`config.mk`:
```
export PLATFORM = sky130hd
export DESIGN_NAME = log_encoder_seq_flat
export DESIGN_NICKNAME = d
export VERILOG_FILES = /design/src/rtl/log_encoder_seq_if.sv /design/src/rtl/log_encoder_seq.sv /design/src/flat_wrapper.sv
export SDC_FILE = /design/constraint.sdc
export NUM_CORES = 1
export LEC_CHECK = 0
export CAP_MARGIN = 20
export CORE_UTILIZATION = 55
export CTS_CLUSTER_SIZE = 16
export DETAILED_ROUTE_END_ITERATION = 8
export PLACE_DENSITY_LB_ADDON = 0.3
export SETUP_SLACK_MARGIN = 0.5
export SLEW_MARGIN = 30
export SYNTH_ARGS = -nofsm -noshare
export SYNTH_HDL_FRONTEND = slang
export SYNTH_SLANG_ARGS = --single-unit
```
`constraint.sdc`:
```
create_clock -name clk -period 4.1 [get_ports clk]
set_input_delay 0.41 -clock clk [delete_from_list [all_inputs] [get_ports clk]]
set_output_delay 0.41 -clock clk [all_outputs]
set_load 0.02 [all_outputs]
```
`src/rtl/log_encoder_seq_if.sv`:
```
// log_encoder_seq_if: operand-in / log-fields-out handshake bundle for the log encoder
interface log_encoder_seq_if #(
  parameter int WIDTH = 16
);
  localparam int KW = $clog2(WIDTH);
  logic             in_valid;
  logic             in_ready;
  logic [WIDTH-1:0] in_data;
  logic             out_valid;
  logic             out_ready;
  logic [KW-1:0]    out_k;
  logic [WIDTH-2:0] out_frac;
  logic             out_zero;
  modport master (
    output in_valid, in_data, out_ready,
    input  in_ready, out_valid, out_k, out_frac, out_zero
  );
  modport slave (
    input  in_valid, in_data, out_ready,
    output in_ready, out_valid, out_k, out_frac, out_zero
  );
endinterface

```
`src/rtl/log_encoder_seq.sv`:
```
// log_encoder_seq: binary-search leading-one normaliser producing characteristic k and fraction
module log_encoder_seq #(
  parameter int WIDTH = 16
) (
  input logic             clk,
  input logic             rst,
  log_encoder_seq_if.slave bus
);
  localparam int KW = $clog2(WIDTH);
  localparam logic [1:0] IDLE = 2'd0;
  localparam logic [1:0] NORM = 2'd1;
  localparam logic [1:0] DONE = 2'd2;
  logic [1:0]       state;
  logic [WIDTH-1:0] r, r_nx;
  logic [KW-1:0]    k, k_nx, step, sh;
  logic             top_zero;
  assign bus.in_ready = state == IDLE;
  // one search stage: shift the operand up by the stage size when its top slice is empty
  always_comb begin
    sh = KW'(WIDTH >> (32'(step) + 1));
    top_zero = (r >> (WIDTH - 32'(sh))) == '0;
    r_nx = top_zero ? r << sh : r;
    k_nx = top_zero ? k - sh : k;
  end
  // handshake FSM: accept operand, run KW stages, hold result until taken
  always_ff @(posedge clk) begin
    if (rst) begin
      state         <= IDLE;
      r             <= '0;
      k             <= '0;
      step          <= '0;
      bus.out_valid <= 1'b0;
      bus.out_k     <= '0;
      bus.out_frac  <= '0;
      bus.out_zero  <= 1'b0;
    end else begin
      case (state)
        IDLE: if (bus.in_valid) begin
          r             <= bus.in_data;
          k             <= KW'(WIDTH - 1);
          step          <= '0;
          bus.out_zero  <= bus.in_data == '0;
          bus.out_valid <= 1'b0;
          state         <= NORM;
        end
        NORM: begin
          r    <= r_nx;
          k    <= k_nx;
          step <= step + 1'b1;
          if (step == KW'(KW - 1)) begin
            bus.out_k     <= k_nx;
            bus.out_frac  <= r_nx[WIDTH-2:0];
            bus.out_valid <= 1'b1;
            state         <= DONE;
          end
        end
        DONE: if (bus.out_ready) begin
          bus.out_valid <= 1'b0;
          state         <= IDLE;
        end
        default: state <= IDLE;
      endcase
    end
  end
endmodule

```
`src/flat_wrapper.sv`:
```
// flat-port wrapper written by rule: the top's interface ports become plain ports
module log_encoder_seq_flat 
#(
  parameter int WIDTH = 16
)
  (clk, rst, bus_in_valid, bus_in_data, bus_out_ready, bus_in_ready, bus_out_valid, bus_out_k, bus_out_frac, bus_out_zero);
  log_encoder_seq_if #(.WIDTH(WIDTH)) bus_i ();
  input logic clk;
  input logic rst;
  input wire logic [$bits(bus_i.in_valid)-1:0] bus_in_valid;
  input wire logic [$bits(bus_i.in_data)-1:0] bus_in_data;
  input wire logic [$bits(bus_i.out_ready)-1:0] bus_out_ready;
  output wire logic [$bits(bus_i.in_ready)-1:0] bus_in_ready;
  output wire logic [$bits(bus_i.out_valid)-1:0] bus_out_valid;
  output wire logic [$bits(bus_i.out_k)-1:0] bus_out_k;
  output wire logic [$bits(bus_i.out_frac)-1:0] bus_out_frac;
  output wire logic [$bits(bus_i.out_zero)-1:0] bus_out_zero;
  assign bus_i.in_valid = bus_in_valid;
  assign bus_i.in_data = bus_in_data;
  assign bus_i.out_ready = bus_out_ready;
  assign bus_in_ready = bus_i.in_ready;
  assign bus_out_valid = bus_i.out_valid;
  assign bus_out_k = bus_i.out_k;
  assign bus_out_frac = bus_i.out_frac;
  assign bus_out_zero = bus_i.out_zero;
  log_encoder_seq #(.WIDTH(WIDTH)) u_core (.clk(clk), .rst(rst), .bus(bus_i));
endmodule
```
; ---- Word level (Yosys, flattened, before mapping)
; Index checks and enable logic that the tools add are counted.
[word_totals]
regBits = 47
ram_bits = 0
in_bits = 20
mem_bits_ro = 0
wordCells = 50
latch_bits = 0
mem_count = 0
output_inout_bits = 22
[op_classes]
muxes = 16
eq_ne = 7
n_shift = 3
n_div = 0
n_lt_le_gt_ge = 0
bitwise_logic = 0
add_sub_neg = 4
reduce_logical = 11
mul = 0
[op_table]
columns = op, count
row1 = logical NOT 16 bit, 2
row2 = two-way mux 16 bit, 2
row3 = one-hot mux 16 bit (2 select lines), 1
row4 = >> shifter 16 x 32 -> 16 bit, 1
row5 = ">> shifter 5 x 32 -> 4 bit, first input constant", 1
row6 = one-hot mux 4 bit (2 select lines), 2
row7 = left shift 16 x 4 -> 16 bit, 1
row8 = two-way mux 4 bit, 3
row9 = two-way mux 2 bit, 3
row10 = one-hot mux 2 bit (3 select lines), 1
row11 = AND reduction 2 bit, 3
row12 = AND reduction 3 bit, 2
row13 = "subtractor 5 x 4 -> 6 bit, first input constant", 1
row14 = "adder 4 x 1 -> 5 bit, second input constant", 1
row15 = "adder 4 x 1 -> 4 bit, second input constant", 1
row16 = "== test 4 x 2 -> 1 bit, second input constant", 1
row17 = "inequality test 2 x 1 -> 1 bit, second input constant", 2
row18 = "inequality test 2 bit, second input constant", 2
row19 = AND reduction 4 bit, 1
row20 = subtractor 4 bit, 1
row21 = two-way mux 1 bit, 3
row22 = one-hot mux 1 bit (3 select lines), 1
row23 = nonzero test 3 bit, 1
row24 = "== test 2 x 1 -> 1 bit, second input constant", 1
row25 = other kinds (3), 3

; ---- Logic depth before layout (Yosys ltp)
[logic_depth]
depth_word = 7
mapped_depth = 13
mapped_depth_nobuf = 10

; ---- Worst setup path after synthesis
; OpenSTA, ideal clock, no wires.
[synth_path]
kind = flip-flop to flip-flop
start = reg u_core.step[0]
end = reg u_core.r[12]
t_arrival_ns = 3.675
stages_incl_launch_ff = 14
slack_ns = 0.340
n_path_buf = 4
synth_period_minus_slack_ns = 3.760
required_time_ns = 4.014
setup_ns = 0.086
path_cell_list = dfxtp_1 -> buf_1 -> clkbuf_1 -> buf_2 -> or3_1 -> ha_1 -> or3_1 -> a21oi_1 -> o211ai_4 -> a21oi_2 -> and2_1 -> buf_6 -> mux2_2 -> a211oi_1
[synth_between]
elab_chain_len = 7
elab_cells_between_ends = 8
classes_between = add/sub: 2 / shift: 3 / mux: 2 / reduce/logical: 1
[synth_rtl]
columns = element, line
row1 = "start, declared", log_encoder_seq.sv:15  ; logic [KW-1:0] k, k_nx, step, sh;
row2 = "start signal, assigned", log_encoder_seq.sv:49  ; step <= step + 1'b1;
row3 = adder 4 x 1 -> 5 bit *, log_encoder_seq.sv:20  ; sh = KW'(WIDTH >> (32'(step) + 1));
row4 = >> shifter 5 x 32 -> 4 bit *, log_encoder_seq.sv:20
row5 = subtractor 5 x 4 -> 6 bit, log_encoder_seq.sv:21  ; top_zero = (r >> (WIDTH - 32'(sh))) == '0;
row6 = >> shifter 16 x 32 -> 16 bit, log_encoder_seq.sv:21
row7 = logical NOT 16 bit, log_encoder_seq.sv:21
row8 = two-way mux 16 bit *, log_encoder_seq.sv:22  ; r_nx = top_zero ? r << sh : r;
row9 = one-hot mux 16 bit (2 select lines) *, log_encoder_seq.sv:37  ; case (state)
row10 = "end signal, assigned", log_encoder_seq.sv:39  ; r <= bus.in_data;
row11 = "end signal, assigned", log_encoder_seq.sv:47  ; r <= r_nx;
row12 = "end, declared", log_encoder_seq.sv:14  ; logic [WIDTH-1:0] r, r_nx;
; Mark *: on every way between the ends. The rest lies on a longest branch, timed or not. The select of a mux whose other input is x is not followed.
; A chain may end at the register's enable or synchronous reset.

; ---- Worst setup path in the final report
[layout_path]
start = reg u_core.step[2]
end = reg u_core.r[10]
; Same word-level chain as after synthesis.

==> out/summary.txt <==
OUTCOME
------------------------------------------------------------------------------------------
Status                                                                        finished, final reports clean

WORST SETUP PATH
------------------------------------------------------------------------------------------
Worst setup path class                                                             reg2reg
Worst path arrival time                                                            3.64 ns
Element type at the critical path start                                          flip-flop
R2r setup slk                                                                      0.69 ns
Max Fanout on Critical Path                                                             11
Cell depth of the worst flop-to-flop path                                               11
Reg2Reg Launch Point                                                          u_core.step[2]$_SDFFE_PP0P_
Worst flop-to-flop path endpoint                                              u_core.r[10]$_SDFFE_PP0P_
Required time of the critical path                                                 4.33 ns
Critical path capture point type                                                 flip-flop

TIMING
------------------------------------------------------------------------------------------
Pin slew with the least headroom to its limit                                     0.767 ns
Final period util                                                                    83.3%
Aggregate negative setup slack                                                        0 ns
Final WS setup                                                                    0.685 ns
Max-slew violation count                                                                 0
Tightest slew margin relative to the limit                                           48.8%
Post-Route Skew                                                                 0.00626 ns
Setup-violating endpoint count in the final report                                       0
Hold Fails Final Rpt                                                                     0
Shortest period the worst path allows                                              3.41 ns
Fmax achieved                                                                    0.293 GHz
Unrepaired setup endpoints after global routing                                         no

FLOORPLANNING
------------------------------------------------------------------------------------------
Die height                                                                         76.0 um
Row count                                                                               26
Top-level I/O count                                                                     42
Floorplan die width                                                                76.0 um
Effective utilization at floorplan                                                   57.9%
Die area                                                                          5780 um2
Core outline area                                                                 5200 um2

MIN PATH
------------------------------------------------------------------------------------------
Type of the most critical hold path                                                reg2reg
WHS Endpoint                                                                  u_core.bus.out_frac[0]$_SDFFE_PP0P_
Hold Path Depth                                                                          2
Hold path startpoint                                                          u_core.bus.out_frac[0]$_SDFFE_PP0P_

POWER
------------------------------------------------------------------------------------------
Static Leakage                                                                     1.26 nW
Max rail drop VDD                                                                 0.220 mV
Power per cell area                                                             333 nW/um2

LOGIC SYNTHESIS
------------------------------------------------------------------------------------------
YS warnings                                                                              0
Primary flip-flop cell chosen by synthesis mapping                            sky130_fd_sc_hd__dfxtp_1
Yosys reg bits                                                                          47
Proportion of register bits with asynchronous set or reset after synthesis              0%
Cell taking the most area after synthesis                                     sky130_fd_sc_hd__dfxtp_1
Post-Synthesis Cells                                                                   348
Number of enable flip-flop cells after synthesis                                         0
Post-Syn Area per Cell                                                            8.66 um2
Most instantiated library cell after synthesis                                sky130_fd_sc_hd__dfxtp_1
Proportion of synthesized chip area in sequential cells                              31.2%
Fraction of synthesized cell area taken by the top area cell type                    31.2%
Synthesized netlist net count                                                          373
Syn Std Cell Area                                                                 3020 um2
Commonest cells in the synthesized netlist                                    sky130_fd_sc_hd__dfxtp_1 (47), sky130_fd_sc_hd__nand2_1 (30), sky130_fd_sc_hd__nor2_1 (27)
Largest cells by area after synthesis                                         sky130_fd_sc_hd__dfxtp_1 (31%), sky130_fd_sc_hd__mux4_2 (4.5%), sky130_fd_sc_hd__mux2i_1 (4.3%)
Distinct cell type count after synthesis                                                61

CLOCKING
------------------------------------------------------------------------------------------
TritonCTS Buffers                                                                        5
Clock latency on the worst-skew pair                                               0.31 ns
Clock edge transition at the registers on the reported setup and hold paths        0.10 ns
Cell chosen for the clock root                                                sky130_fd_sc_hd__clkbuf_8
Worst-case clock buffer depth                                                            2
# H-tree levels                                                                          2
Number of sinks on the clock net                                                        47
Clock tree from TritonCTS                                                              yes

ROUTE
------------------------------------------------------------------------------------------
Number of remaining DRC errors                                                           0
DR vias/cell                                                                          6.40
Wirelength, routed                                                                 8310 um
Violation count after the first detailed-route iteration                               317
DR WL/cell                                                                         18.5 um
Detailed-router iteration count before antenna repair                                    6
Vias                                                                                  2878
Antenna Nets Post-Route                                                                  0

PLACED DESIGN
------------------------------------------------------------------------------------------
Quantity of I/O buffers inserted on ports                                               41
Cell area reported after detailed placement                                       3420 um2
Gp weighted congestion                                                               0.955
Post-placement setup slack                                                        0.509 ns
Hpwl dp                                                                            5640 um
Cell Count Post-Placement                                                              434

GRT
------------------------------------------------------------------------------------------
Gr ovfl total                                                                            0
Initial antenna violation count                                                          0
Global router's overall resource usage                                               30.1%
Wire length of the first global-routing pass                                      13900 um
Number of global-route vias before repair                                             2724
Pin count of the biggest net entering global routing                                    53

LAYOUT
------------------------------------------------------------------------------------------
Signed area change from the synthesized netlist to the final layout                  19.7%
Finished Cell Area                                                                3610 um2
Fin cells                                                                              450
N_diodes                                                                                 0
Fraction of final layout cells with drive strength greater than 1                    17.1%
Final net count                                                                        404
Finished Core Util                                                                   69.4%

FLOW RUN
------------------------------------------------------------------------------------------
Max-cap violations                                                                       0

-- per-layer routing --
layer,GRT usage [%],part of all wire (%),vias to the layer above,wire length [um]
met5,0,0,-,0
li1,-,-,1354,-
met4,11.3,2.5,0,211
met3,3.83,6.9,18,575
met2,50.0,48,129,3970
met1,40.1,43,1377,3560
-- where the power goes --
group          switching (mW)  internal, mW
registers              0.0391         0.479
clock network           0.171         0.138
logic                   0.193         0.180
total                   0.404         0.797
-- placed cells by master, fill, tap and decap left out, drive strengths merged, types with 2 or more instances in the layout --
cell type       n
buf            16
a211oi         18
a21oi          26
o211ai          4
mux2            8
nor2           28
nand4           3
mux4            6
a311oi          2
nand2b          6
inv            13
nand3           9
nand4b          3
and3            3
a31oi           7
o21ai          18
nand3b          7
a22oi           3
nor4            4
o22ai           2
dfxtp          47
xor2            3
a211o           2
ha              4
clkbuf          6
nor3            7
o32ai           2
clkdlybuf4s50  40
or3b            2
o22a            2
mux2i          13
o31ai           3
nand2          31
or3             5
or2             2
a221oi         12
-- worst max-delay path by stage --
stage / end / startpoint / slack (ns)
2_1_floorplan: u_core.r[14]$_SDFFE_PP0P_ / u_core.step[0]$_SDFFE_PP0P_ / 0.54
3_3_place_gp: u_core.bus.out_frac[1]$_SDFFE_PP0P_ / u_core.step[2]$_SDFFE_PP0P_ / 0.60
3_5_place_dp: u_core.bus.out_frac[1]$_SDFFE_PP0P_ / u_core.step[2]$_SDFFE_PP0P_ / 0.51
4_1_cts: u_core.r[12]$_SDFFE_PP0P_ / u_core.step[2]$_SDFFE_PP0P_ / 0.51
5_1_grt: u_core.r[3]$_SDFFE_PP0P_ / u_core.step[2]$_SDFFE_PP0P_ / 0.51
6_report: u_core.r[10]$_SDFFE_PP0P_ / u_core.step[2]$_SDFFE_PP0P_ / 0.69
-- layout make-up --
class                      count  area (um2)
clock buffer                   6        82.6
multi-input combinational    257        1910
timing repair buffer          56         524
sequential                    47         941
inverter                      12        47.5
fill                         435        1600
clock inverter                 2        13.8
tap                           70        87.6
-- repair_timing --
action,4_1_cts,5_1_grt
hold buffers,0,0
setup buffers,5,3
pin swaps,0,2
setup endpoints to repair,1,24
resized for setup,0,5
-- cell families (layout without fill, tap and decap cells) --
| family | after synthesis | count (layout) | share of synthesized area, % |
|---|---|---|---|
| adders and majority gates | 5 | 5 | 2.32 |
| xor gates and xnor gates | 3 | 3 | 0.872 |
| and+or+nand+nor | 117 | 117 | 21.0 |
| buffers and inverters | 44 | 76 | 6.60 |
| AOI/OAI and AO/OA | 105 | 105 | 25.9 |
| DFF | 47 | 47 | 31.2 |
| muxes | 27 | 27 | 12.0 |
-- worst max-delay path: stages (launching register included) --
cell	delay, ns
sky130_fd_sc_hd__dfxtp_1	0.39
sky130_fd_sc_hd__or2_2	0.37
sky130_fd_sc_hd__or3_4	0.38
sky130_fd_sc_hd__ha_4	0.31
sky130_fd_sc_hd__or3b_2	0.44
sky130_fd_sc_hd__a211oi_1	0.21
sky130_fd_sc_hd__o22ai_1	0.17
sky130_fd_sc_hd__a22oi_4	0.27
sky130_fd_sc_hd__buf_4	0.23
sky130_fd_sc_hd__a31oi_1	0.10
sky130_fd_sc_hd__nand2b_1	0.20
sky130_fd_sc_hd__a221oi_2	0.27
-- stage by stage --
step           power (mW)  hold slack, ns
2_1_floorplan       0.786           0.476
3_3_place_gp        0.857           0.436
3_5_place_dp        0.863           0.450
4_1_cts              1.19           0.463
5_1_grt              1.25           0.485
6_report             1.20           0.458
-- flip-flops by register name, summed over array words and instances (netlist names) --
| name | cells |
|---|---|
| u_core.r | 16 |
| u_core.step | 4 |
| u_core.bus.out_zero | 1 |
| u_core.state | 2 |
| u_core.bus.out_valid | 1 |
| u_core.k | 4 |
| u_core.bus.out_k | 4 |
| u_core.bus.out_frac | 15 |
(Power assumes the default switching activity.)
